===== src/rtl/ble_adv_hop_scheduler.sv =====
// BLE advertising-channel hop scheduler.
// Walks the enabled advertising channels (37/38/39): retunes the RF front-end,
// flushes and gates the packet decoder, dwells per channel, holds the channel
// while a packet is being captured, and reports per-packet events and
// saturating statistics.
module ble_adv_hop_scheduler #(
  parameter int DWELL_W         = 24,
  parameter int ACK_TIMEOUT     = 256,
  parameter int CAPTURE_TIMEOUT = 4096,
  parameter int CNT_W           = 16
) (
  input  logic               clk,
  input  logic               rst,
  input  logic               cfg_enable,
  input  logic [2:0]         cfg_chan_mask,
  input  logic [DWELL_W-1:0] cfg_dwell,
  input  logic               rf_tune_ack,
  input  logic               dec_sync,
  input  logic               dec_packet_valid,
  input  logic               dec_crc_error,
  output logic [5:0]         rf_chan,
  output logic               rf_tune,
  output logic               dec_enable,
  output logic               dec_flush,
  output logic               evt_valid,
  output logic [5:0]         evt_chan,
  output logic               evt_crc_err,
  output logic [CNT_W-1:0]   good_cnt,
  output logic [CNT_W-1:0]   crc_err_cnt,
  output logic [CNT_W-1:0]   timeout_cnt,
  output logic [7:0]         debug_state
);

  localparam int AW = $clog2(ACK_TIMEOUT + 1);
  localparam int CW = $clog2(CAPTURE_TIMEOUT + 1);
  localparam logic [AW-1:0]      ACK_LAST = AW'(ACK_TIMEOUT - 1);
  localparam logic [CW-1:0]      CAP_LAST = CW'(CAPTURE_TIMEOUT - 1);
  localparam logic [DWELL_W-1:0] DWELL_1  = DWELL_W'(1);

  typedef enum logic [2:0] {
    S_IDLE     = 3'd0,
    S_TUNE     = 3'd1,
    S_WAIT_ACK = 3'd2,
    S_LISTEN   = 3'd3,
    S_CAPTURE  = 3'd4,
    S_HOP      = 3'd5
  } state_t;

  state_t             state;
  logic [AW-1:0]      ack_cnt;
  logic [CW-1:0]      cap_cnt;
  logic [DWELL_W-1:0] dwell_cnt;

  // Channel index 0..2 stands for 37..39; wraps 2 -> 0.
  function automatic logic [1:0] inc3(input logic [1:0] x);
    return (x == 2'd2) ? 2'd0 : x + 2'd1;
  endfunction

  // First enabled index at or after 'start' in cyclic order.
  function automatic logic [1:0] pick(input logic [1:0] start, input logic [2:0] mask);
    logic [1:0] c1;
    logic [1:0] c2;
    c1 = inc3(start);
    c2 = inc3(c1);
    if (mask[start])   return start;
    else if (mask[c1]) return c1;
    else               return c2;
  endfunction

  function automatic logic [5:0] chan_of(input logic [1:0] idx);
    return 6'd37 + {4'd0, idx};
  endfunction

  function automatic logic [CNT_W-1:0] sat_inc(input logic [CNT_W-1:0] v);
    return (&v) ? v : v + 1'b1;
  endfunction

  // rf_chan is always 37..39, so its low two bits minus one give the index.
  logic [1:0] cur_idx, idx_incl, idx_excl;
  assign cur_idx  = rf_chan[1:0] - 2'd1;
  assign idx_incl = pick(cur_idx, cfg_chan_mask);
  assign idx_excl = pick(inc3(cur_idx), cfg_chan_mask);

  assign debug_state = {5'd0, state};

  // Scheduler FSM with all outputs and statistics registered.
  always_ff @(posedge clk) begin
    if (rst) begin
      state       <= S_IDLE;
      ack_cnt     <= '0;
      cap_cnt     <= '0;
      dwell_cnt   <= '0;
      rf_chan     <= 6'd37;
      rf_tune     <= 1'b0;
      dec_enable  <= 1'b0;
      dec_flush   <= 1'b0;
      evt_valid   <= 1'b0;
      evt_chan    <= 6'd37;
      evt_crc_err <= 1'b0;
      good_cnt    <= '0;
      crc_err_cnt <= '0;
      timeout_cnt <= '0;
    end else begin
      rf_tune   <= 1'b0;
      dec_flush <= 1'b0;
      evt_valid <= 1'b0;
      case (state)
        S_IDLE: begin
          dec_enable <= 1'b0;
          if (cfg_enable && (cfg_chan_mask != 3'b000)) begin
            rf_chan   <= chan_of(idx_incl);
            rf_tune   <= 1'b1;
            dec_flush <= 1'b1;
            state     <= S_TUNE;
          end
        end
        S_TUNE: begin
          dec_enable <= 1'b0;
          ack_cnt    <= '0;
          state      <= S_WAIT_ACK;
        end
        S_WAIT_ACK: begin
          if (!cfg_enable) begin
            state <= S_IDLE;
          end else if (rf_tune_ack) begin
            dwell_cnt  <= (cfg_dwell == '0) ? DWELL_1 : cfg_dwell;
            dec_enable <= 1'b1;
            state      <= S_LISTEN;
          end else if (ack_cnt == ACK_LAST) begin
            timeout_cnt <= sat_inc(timeout_cnt);
            state       <= S_HOP;
          end else begin
            ack_cnt <= ack_cnt + 1'b1;
          end
        end
        S_LISTEN: begin
          if (!cfg_enable) begin
            dec_enable <= 1'b0;
            state      <= S_IDLE;
          end else if (dec_sync) begin
            // Dwell is frozen for the whole capture.
            cap_cnt <= '0;
            state   <= S_CAPTURE;
          end else if (dwell_cnt <= DWELL_1) begin
            dwell_cnt  <= '0;
            dec_enable <= 1'b0;
            state      <= S_HOP;
          end else begin
            dwell_cnt <= dwell_cnt - DWELL_1;
          end
        end
        S_CAPTURE: begin
          if (dec_crc_error || dec_packet_valid || (cap_cnt == CAP_LAST)) begin
            if (dec_crc_error) begin
              crc_err_cnt <= sat_inc(crc_err_cnt);
              evt_valid   <= 1'b1;
              evt_crc_err <= 1'b1;
              evt_chan    <= rf_chan;
            end else if (dec_packet_valid) begin
              good_cnt    <= sat_inc(good_cnt);
              evt_valid   <= 1'b1;
              evt_crc_err <= 1'b0;
              evt_chan    <= rf_chan;
            end else begin
              timeout_cnt <= sat_inc(timeout_cnt);
            end
            // cfg_enable is only honoured once the packet has resolved.
            if (cfg_enable && (dwell_cnt != '0)) begin
              state <= S_LISTEN;
            end else begin
              dec_enable <= 1'b0;
              state      <= cfg_enable ? S_HOP : S_IDLE;
            end
          end else begin
            cap_cnt <= cap_cnt + 1'b1;
          end
        end
        S_HOP: begin
          dec_enable <= 1'b0;
          if (!cfg_enable || (cfg_chan_mask == 3'b000)) begin
            state <= S_IDLE;
          end else begin
            // A single enabled channel reselects itself and still retunes.
            rf_chan   <= chan_of(idx_excl);
            rf_tune   <= 1'b1;
            dec_flush <= 1'b1;
            state     <= S_TUNE;
          end
        end
        default: state <= S_IDLE;
      endcase
    end
  end

endmodule


===== config.mk =====
export PLATFORM = sky130hd
export DESIGN_NAME = ble_adv_hop_scheduler
export DESIGN_NICKNAME = d
export VERILOG_FILES = /design/src/rtl/ble_adv_hop_scheduler.sv
export SDC_FILE = /design/constraint.sdc
export NUM_CORES = 1
export LEC_CHECK = 0
export ABC_AREA = 1
export CORE_ASPECT_RATIO = 1.4
export CORE_MARGIN = 2
export CORE_UTILIZATION = 33
export DETAILED_ROUTE_END_ITERATION = 7
export SLEW_MARGIN = 20
export SYNTH_ARGS = -nofsm -noshare
export SYNTH_HDL_FRONTEND = slang
export SYNTH_SLANG_ARGS = --single-unit

===== constraint.sdc =====
create_clock -name clk -period 2.3 [get_ports clk]
set_input_delay 0.23 -clock clk [delete_from_list [all_inputs] [get_ports clk]]
set_output_delay 0.23 -clock clk [all_outputs]
set_load 0.05 [all_outputs]

==> impl_metrics.csv, run 1 <==
group,metric,value,unit
run_status,status,"complete, no violations",
clock_tree,cts_root_buf,"clkbuf_16",
critical_path,critPathRequiredTime,2.55,ns
critical_path,cp_slowest_cell,"dfxtp_2",
die,row_count,61,
logic_synthesis,syn_inst,1056,
die,initial_core_util,33.8,%
route,route.detailed.drc,0,
clock_tree,clkTransAtPathRegs,0.08,ns
power,vdd_drop_max,0.507,mV
logic_synthesis,synth.avg_cell_area,6.40,µm²
clock_tree,clkSinkCount,109,
route,drt-total-wl,18.6,mm
timing,hold_viol_final,0,
critical_path,cp_max_fo,8,
timing,fin_crit_sh,90.6,%
route,wl_per_cell,13.1,µm
die,fp.dieArea,0.0217,mm²
die,dieHeight,173,µm
timing,tightest_slew,0.611,ns
placement,place_hpwl,13.5,mm
power,powerDensity,753,mW/mm²
final_layout,antenna_cells,0,
die,die_x,125,µm
logic_synthesis,ys_types,45,
logic_synthesis,syn-cell-area,0.00676,mm²
critical_path,critical-path-max-stage-delay,0.42,ns
route,firstDrtPassIters,5,
final_layout,drive_gt1_share,8.30,%
clock_tree,hold_buffers,0,
final_layout,postLayoutCellArea,0.00843,mm²
timing,fmax,0.480,GHz
timing,tns,0,ns
clock_tree,h-tree-depth,3,
clock_tree,numCtsBuffers,9,
timing,maxSlewViolCount,0,
timing,setup_violations,0,
route,ant_nets,0,
logic_synthesis,ys_ff_latch,109,
final_layout,final_net_count,1210,
grt,grt_pass1_wl,30.8,mm
timing,rsz0062_at_grt,"false",
timing,clock_skew,0.0116,ns
logic_synthesis,synth_warnings,0,
timing,relSlewSlack,59.2,%
logic_synthesis,yosysSeqAreaShare,32.3,%
clock_tree,clk_path_buf_depth,2,
die,pin_count,107,
critical_path,arrival,2.34,ns
critical_path,worstPathCellList,"inv_1, ha_2, nand3_1, a21boi_1, nand3_1, o21ai_0, nand2_1, nand2_1, ha_1, o21ai_0, a21oi_1",
critical_path,start_kind,"flop",
placement,place_area,0.00805,mm²
clock_tree,tritoncts,"built",
run,maxCapViolCount,0,
worst_hold_path,hold_class,"flop to flop",
grt,antenna_found_initial,0,
placement,place.gp.congestion,0.824,
power,p_leak,3.29,nW
route,num_vias,7062,
route,via_per_inst,4.97,
critical_path,critPathKind,"flop to flop",
placement,io_buffers,97,
grt,grt_max_degree,52,
critical_path,setup.worst_path.end_class,"flop",
route,drt_iter0_markers,351,
grt,overflow,0,
clock_tree,clock_latency,0.36,ns
timing,worst_hold_slack,0.466,ns
grt,grt_pass1_vias,6520,
timing,min_period,2.08,ns
die,coreArea,0.0200,mm²
grt,track_usage,16.9,%
final_layout,syn_to_final_growth,24.7,%
==> metal layers <==
metal	GRT usage (%)	part of all wire (%)
met4	6.34	2.4
met5	0	0
met3	1.88	2.1
met2	31.5	52
met1	19.7	43
==> Yosys cell counts, drive strengths merged <==
library cell,number,area (µm²)
inv,102,385
xnor2,10,87.6
o211ai,1,7.51
nor2,150,593
clkinv,1,3.75
nor3,17,95.1
a21o,3,22.5
o21bai,4,30.0
ha,13,163
o22ai,2,12.5
or2,4,25.0
o211a,1,10.0
dfxtp,109,2180
nand4,42,278
nor3b,4,41.3
buf,26,176
a21oi,118,602
and2,2,12.5
and3,1,6.26
clkbuf,15,56.3
conb,2,7.51
a22oi,1,7.51
xor2,17,149
o21ai,51,263
nand2,255,972
nand3,94,488
a21boi,1,7.51
nor4,1,6.26
nand3b,8,60.1
o2111ai,1,8.76
==> layout make-up <==
cell class                 instances  area, µm²
clock inverter                     5       63.8
tap                              252        315
multi-input combinational        812       4020
sequential                       109       2190
timing repair buffer             128       1200
clock buffer                      11        253
fill                            2116      11600
inverter                         103        389
==> where the power goes <==
part / leakage, nW / total (mW) / internal, mW / switching, mW
Combinational: 2.26 / 2.48 / 0.883 / 1.60
Clock: 0.153 / 1.69 / 0.918 / 0.767
Sequential: 0.882 / 2.18 / 2.03 / 0.151
==> sequential cells by signal, indices dropped and copies added, names as in the netlist, 3 cells and up <==
name	count
evt_chan	4
ack_cnt	9
cap_cnt	13
state	3
rf_chan	4
dwell_cnt	24
crc_err_cnt	16
good_cnt	16
timeout_cnt	16
==> layout by cell type, fill, tap and decap left out, types with 4 or more instances in the layout <==
cell and n:
conb_1 9, clkbuf_16 9, inv_1 91, a21oi_1 117, nand2_2 7, xor2_1 17
o21ai_0 41, or2_2 4, nand2_1 248, inv_2 10, nor3_1 14, nand3b_1 8
buf_4 30, xnor2_1 10, o21bai_1 4, o21ai_1 8, ha_1 12, clkdlybuf4s50_1 96
dfxtp_1 106, nor2_1 140, nand4_1 41, nand3_1 91, nand3_2 4, nor2_2 8
==> path summary, 6_finish.rpt <==
| path | start | endpoint | slack, ns | cells after the start |
|---|---|---|---|---|
| setup / recovery | rf_chan[0] | rf_chan[1] | 0.22 | 11 |
| hold reg to reg | ack_cnt[8] | ack_cnt[8] | 0.47 | 2 |
| hold / removal | ack_cnt[8] | ack_cnt[8] | 0.47 | 2 |
| setup reg to reg | rf_chan[0] | rf_chan[1] | 0.22 | 11 |
==> per-stage QoR <==
| step | power, mW | worst slack, ns | instances | util (%) |
|---|---|---|---|---|
| CTS | 6.33 | 0.0249 | 1415 | 41.8 |
| global placement | 4.63 | 0.0805 | 1399 | 40.2 |
| global route | 6.79 | 0.00364 | 1420 | 42.2 |
| detailed placement | 4.63 | 0.0487 | 1399 | 40.2 |
| floorplan | 4.02 | 0.0147 | 1063 | - |
| finish | 6.35 | 0.216 | 1420 | 42.2 |
==> kinds of logic after synthesis <==
group	share of synthesized area (%)
DFF	32.3
adders and majority gates	2.41
other	0.111
and+or+nand+nor	38.1
AOI/OAI and AO/OA	14.4
xor gates and xnor gates	3.50
buffers and inverters	9.20
==> critical path: cells and delay by family, from the launching register on <==
family	cells	cell delay (ns)
fa+ha+maj	2	0.67
compound gates	4	0.48
flops	1	0.42
simple gates	4	0.32
buf+inv	1	0.11
==> repair_timing <==
item,4_1_cts,5_1_grt
resized for setup,0,10
buffers inserted,0,3
endpoints found under the setup margin,0,43
No activity file was read; power rests on OpenSTA's default activity.
==> inputs of run 2 (changes only) <==
--- a/config.mk
+++ b/config.mk
@@ -6,10 +6,14 @@
 export NUM_CORES = 1
 export LEC_CHECK = 0
 export ABC_AREA = 1
+export CAP_MARGIN = 20
+export CELL_PAD_IN_SITES_DETAIL_PLACEMENT = 1
+export CELL_PAD_IN_SITES_GLOBAL_PLACEMENT = 1
 export CORE_ASPECT_RATIO = 1.4
 export CORE_MARGIN = 2
 export CORE_UTILIZATION = 33
 export DETAILED_ROUTE_END_ITERATION = 7
+export PLACE_DENSITY_LB_ADDON = 0.1
 export SLEW_MARGIN = 20
 export SYNTH_ARGS = -nofsm -noshare
 export SYNTH_HDL_FRONTEND = slang
==> run 2 against run 1 <==
Compared with the run above:
- clock-buffer cell count fell by 2
- global-route usage up 2.6 points
- clock skew fell by 0.0026 ns
- maximum frequency decreased by 1.9%
- combinational power up 5%
- die area unchanged
- highest routed layer unchanged
- final cell count is 0.42% lower
- cell area grew 0.46%
- critical endpoint is now timeout_cnt[13]
==> impl_metrics.csv, run 2 (synthesis gave the netlist of run 1 again) <==
group,metric,value,unit
timing,fmax,0.471,GHz
die,dieHeight,173,µm
final_layout,final_common_cell,"nand2_1",
worst_hold_path,hold-path-cell-count,5,
grt,grt_max_degree,52,
die,coreArea,0.0200,mm²
grt,overflow,0,
route,drt-total-wl,21.0,mm
final_layout,final_cell_mix,"nand2_1 (246), nor2_1 (140), a21oi_1 (116)",
timing,hold_viol_final,0,
clock_tree,clock_latency,0.36,ns
final_layout,final_net_count,1204,
die,die_x,125,µm
grt,track_usage,19.5,%
die,pin_count,107,
critical_path,critical-path-max-stage-delay,0.36,ns
final_layout,top_register,"dwell_cnt",
placement,place.gp.congestion,0.807,
worst_hold_path,holdPathEnd,"good_cnt[3]",
timing,tns,0,ns
clock_tree,tritoncts,"built",
run_status,status,"complete, no violations",
critical_path,r2r-start,"ack_cnt[1]",
clock_tree,numCtsBuffers,9,
clock_tree,clk_path_buf_depth,2,
critical_path,regToRegSetupSlack,0.18,ns
timing,fin_crit_sh,92.4,%
final_layout,final.fill_count,2634,
route,ant_nets,0,
timing,tightest_slew,0.618,ns
placement,post-place-ws,-0.0394,ns
critical_path,r2r_cells,14,
critical_path,start_kind,"flop",
timing,min_period,2.12,ns
clock_tree,clkTransAtPathRegs,0.08,ns
critical_path,critPathKind,"flop to flop",
critical_path,cp_max_fo,7,
power,vdd_drop_max,0.428,mV
final_layout,drive_gt1_share,8.18,%
route,met2_length,11.5,mm
power,p_leak,3.28,nW
clock_tree,hold_buffers,0,
timing,relSlewSlack,58.8,%
die,initial_core_util,33.8,%
placement,place_hpwl,15.7,mm
route,wl_per_cell,14.9,µm
final_layout,syn_to_final_growth,25.3,%
placement,io_buffers,97,
critical_path,critPathBufInv,3,
final_layout,antenna_cells,0,
critical_path,critPathRequiredTime,2.59,ns
power,total_power,6.54,mW
route,num_vias,7200,
die,row_count,61,
route,met1_length,8.63,mm
final_layout,largest_reg_flops,24,
timing,rsz0062_at_grt,"true",
critical_path,setup.worst_path.end_class,"flop",
worst_hold_path,min-delay-start,"rst",
run,maxCapViolCount,0,
route,drt_iter0_markers,257,
grt,grt_pass1_vias,7370,
timing,setup_ws,0.175,ns
timing,clock_skew,0.00902,ns
critical_path,worstPathCellList,"ha_2, nand2_1, nor3_2, nand2_1, nor2_1, ha_1, inv_1, nand2_2, nand2_2, nor2_4, buf_12, clkbuf_16, nand4_1, a21oi_1",
clock_tree,cts_root_buf,"clkbuf_16",
power,powerDensity,773,mW/mm²
route,highest_layer,"met4",
critical_path,reg2reg_to,"timeout_cnt[13]",
worst_hold_path,hold_class,"primary input to flop",
critical_path,cp_slowest_cell,"dfxtp_1",
timing,maxSlewViolCount,0,
route,dr_wl_met3,601,µm
route,via_per_inst,5.09,
critical_path,arrival,2.42,ns
critical_path,cp_top_family,"simple AND/OR/NAND/NOR gates",
clock_tree,clkSinkCount,109,
die,fp.dieArea,0.0217,mm²
grt,antenna_found_initial,0,
grt,grt_pass1_wl,35.5,mm
timing,setup_violations,0,
route,route.detailed.drc,0,
route,firstDrtPassIters,4,
clock_tree,h-tree-depth,3,
## run 2: routing by layer
metal	track usage, %	vias to the layer above
met2	38.6	85
li1	-	3663
met1	21.5	3435
met4	4.31	0
met5	0	-
met3	3.27	17
## run 2: how the worst max path moves through the flow
| stage | start | slack (ns) | depth (start not counted) | to |
|---|---|---|---|---|
| 6_report | ack_cnt[1] | 0.18 | 14 | timeout_cnt[13] |
| 3_3_place_gp | ack_cnt[0] | 0.006 | 13 | timeout_cnt[3] |
| 2_1_floorplan | rf_chan[1] | 0.01 | 13 | rf_chan[1] |
| 3_5_place_dp | ack_cnt[0] | -0.04 | 13 | timeout_cnt[6] |
| 5_1_grt | rf_chan[0] | -0.04 | 11 | rf_chan[1] |
| 4_1_cts | ack_cnt[0] | 0.00008 | 13 | timeout_cnt[6] |
## run 2: what timing repair did
action	4_1_cts	5_1_grt
buffers inserted	0	1
resized for setup	4	14
cloned	1	2
setup endpoints to repair	16	43
pin swaps	2	1
## run 2: worst register-to-register path, stage by stage, from the launching register on
cell       delay, ns
dfxtp_1         0.36
ha_2            0.19
nand2_1         0.08
nor3_2          0.18
nand2_1         0.07
nor2_1          0.12
ha_1            0.16
inv_1           0.06
nand2_2         0.10
nand2_2         0.08
nor2_4          0.13
buf_12          0.14
clkbuf_16       0.16
nand4_1         0.07
a21oi_1         0.15
## run 2: layout make-up
cell class	count	area (µm²)	area share [%]
clock buffer	9	225	2.66
clock inverter	7	97.6	1.15
inverter	103	389	4.59
multi-input combinational	812	4050	47.8
sequential	109	2190	25.8
tap	252	315	3.72
timing repair buffer	122	1200	14.2
## run 2: metrics by stage
stage / hold slack (ns) / std cells / utilization (%) / instance area (µm²)
floorplan: 0.401 / 1063 / - / 6790
global placement: 0.446 / 1394 / 40.1 / 8020
detailed placement: 0.457 / 1394 / 40.1 / 8020
CTS: 0.424 / 1411 / 41.9 / 8370
global route: 0.461 / 1414 / 42.4 / 8470
finish: 0.417 / 1414 / 42.4 / 8470
## run 2: power by group
| part | internal [mW] | switching [mW] |
|---|---|---|
| Sequential | 2.03 | 0.163 |
| Clock | 0.965 | 0.786 |
| Combinational | 0.903 | 1.70 |
| Total | 3.90 | 2.65 |
==> inputs of run 3 (changes only) <==
--- a/config.mk
+++ b/config.mk
@@ -13,8 +13,9 @@
 export CORE_MARGIN = 2
 export CORE_UTILIZATION = 33
 export DETAILED_ROUTE_END_ITERATION = 7
-export PLACE_DENSITY_LB_ADDON = 0.1
-export SLEW_MARGIN = 20
+export PLACE_DENSITY = 0.8
+export REMOVE_ABC_BUFFERS = 1
+export SLEW_MARGIN = 40
 export SYNTH_ARGS = -nofsm -noshare
 export SYNTH_HDL_FRONTEND = slang
 export SYNTH_SLANG_ARGS = --single-unit
==> run 3 against run 2 <==
Compared with the run above:
- clock-buffer cell count increased by 3
- flip-flop and latch count stayed put
- utilization shrank 0.14 points
- largest cell class unchanged
- sequential share of layout area about the same
- critical endpoint is now timeout_cnt[1]
- global-route usage down 0.47 points
- largest power group unchanged
==> impl_metrics.csv, run 3 (synthesis gave the netlist of run 1 again) <==
group,metric,value,unit
power,p_leak,3.29,nW
die,initial_core_util,33.8,%
die,dieHeight,173,µm
grt,track_usage,19.0,%
final_layout,drive_gt1_share,7.90,%
critical_path,worstPathCellList,"ha_1, nand2_1, nor3_2, nand2_1, nor2_1, ha_1, inv_1, nand2_2, nand2_2, nor2_4, clkbuf_16, nand4_1, a21oi_1",
final_layout,final.fill_count,2633,
final_layout,top_register,"dwell_cnt",
run,maxCapViolCount,0,
route,dr_wl_met3,635,µm
clock_tree,clkSinkCount,109,
power,vdd_drop_max,0.430,mV
die,coreArea,0.0200,mm²
timing,maxSlewViolCount,0,
timing,min_period,2.11,ns
final_layout,largest_reg_flops,24,
final_layout,final_common_cell,"nand2_1",
final_layout,syn_to_final_growth,24.9,%
clock_tree,tritoncts,"built",
clock_tree,cts_root_buf,"clkbuf_16",
critical_path,timing.critical_path.from,"ack_cnt[1]",
final_layout,multi_input_area,0.00403,mm²
critical_path,cp_max_fo,7,
die,pin_count,107,
clock_tree,clk_path_buf_depth,2,
route,met1_length,8.85,mm
timing,relSlewSlack,59.2,%
clock_tree,clkTransAtPathRegs,0.07,ns
final_layout,final_cell_mix,"nand2_1 (246), nor2_1 (140), a21oi_1 (117)",
run_status,status,"complete, no violations",
final_layout,final_net_count,1206,
grt,grt_pass1_wl,34.7,mm
route,route.detailed.drc,0,
placement,place.gp.congestion,0.829,
die,row_count,61,
grt,grt_max_degree,52,
power,powerDensity,772,mW/mm²
route,highest_layer,"met4",
placement,place_hpwl,15.5,mm
timing,tightest_slew,0.610,ns
timing,fmax,0.475,GHz
timing,hold_viol_final,0,
critical_path,cp_top_family,"simple AND/OR/NAND/NOR gates",
critical_path,critPathBufInv,2,
final_layout,regArea,0.00218,mm²
route,via_per_inst,5.17,
timing,fin_crit_sh,91.5,%
route,wl_per_cell,14.8,µm
grt,antenna_found_initial,0,
die,fp.dieArea,0.0217,mm²
route,drt-total-wl,21.0,mm
timing,setup_violations,0,
route,drt_iter0_markers,280,
critical_path,arrival,2.39,ns
route,num_vias,7315,
grt,grt_pass1_vias,7433,
grt,overflow,0,
clock_tree,numCtsBuffers,9,
final_layout,antenna_cells,0,
placement,post-place-ws,0.0518,ns
route,met2_length,11.1,mm
power,total_power,6.52,mW
clock_tree,h-tree-depth,3,
critical_path,critPathKind,"flop to flop",
route,ant_nets,0,
critical_path,critical-path-max-stage-delay,0.36,ns
worst_hold_path,hold_class,"primary input to flop",
clock_tree,clock_latency,0.36,ns
timing,clock_skew,0.00960,ns
timing,setup_ws,0.195,ns
critical_path,setup.worst_path.end_class,"flop",
critical_path,start_kind,"flop",
worst_hold_path,min-delay-start,"rst",
clock_tree,hold_buffers,0,
critical_path,critPathRequiredTime,2.58,ns
critical_path,r2r-start,"ack_cnt[1]",
die,die_x,125,µm
route,firstDrtPassIters,4,
placement,io_buffers,97,
critical_path,cp_slowest_cell,"dfxtp_1",
[run 3: final cells by class]
type | count | area share [%]
multi-input combinational | 812 | 47.8
sequential | 109 | 25.9
timing repair buffer | 124 | 14.1
inverter | 103 | 4.61
tap | 252 | 3.73
clock buffer | 12 | 3.04
clock inverter | 4 | 0.830
[run 3: layer usage]
layer	track usage, %	vias up
li1	-	3675
met1	21.6	3500
met2	35.6	112
met3	3.30	28
met4	6.57	0
met5	0	-
[run 3: final timing paths]
path	end	slack, ns	cells past startpoint
worst max-delay path	timeout_cnt[1]	0.19	13
worst min-delay path	good_cnt[12]	0.42	5
worst max register to register	timeout_cnt[1]	0.19	13
worst min register to register	ack_cnt[8]	0.46	2
[run 3: stage by stage]
| step | utilization (%) | setup TNS (ns) | area (µm²) | hold WS [ns] | cells |
|---|---|---|---|---|---|
| finish | 42.2 | 0 | 8440 | 0.419 | 1416 |
| global route | 42.2 | -0.00351 | 8440 | 0.432 | 1416 |
| CTS | 41.8 | 0 | 8360 | 0.403 | 1413 |
| detailed placement | 40.2 | 0 | 8030 | 0.459 | 1397 |
| global placement | 40.2 | 0 | 8030 | 0.448 | 1397 |
| floorplan | - | -0.544 | 6550 | 0.299 | 1022 |
[run 3: repair_timing]
item,in CTS,in global routing
endpoints found under the setup margin,0,19
resized for setup,0,12
endpoints found under the hold margin,0,0
setup buffers,0,0
[run 3: power breakdown]
group / internal [mW] / leakage [nW] / switching (mW)
clock network: 1.01 / 0.163 / 0.737
registers: 2.03 / 0.882 / 0.152
logic: 0.888 / 2.24 / 1.70
total: 3.93 / 3.29 / 2.59
[run 3: worst reg2reg max path: stages (launching register included)]
cell and delay, ns:
dfxtp_1 0.36, ha_1 0.18, nand2_1 0.08, nor3_2 0.14, nand2_1 0.07, nor2_1 0.10
ha_1 0.15, inv_1 0.06, nand2_2 0.10, nand2_2 0.09, nor2_4 0.25, clkbuf_16 0.22
nand4_1 0.08, a21oi_1 0.16
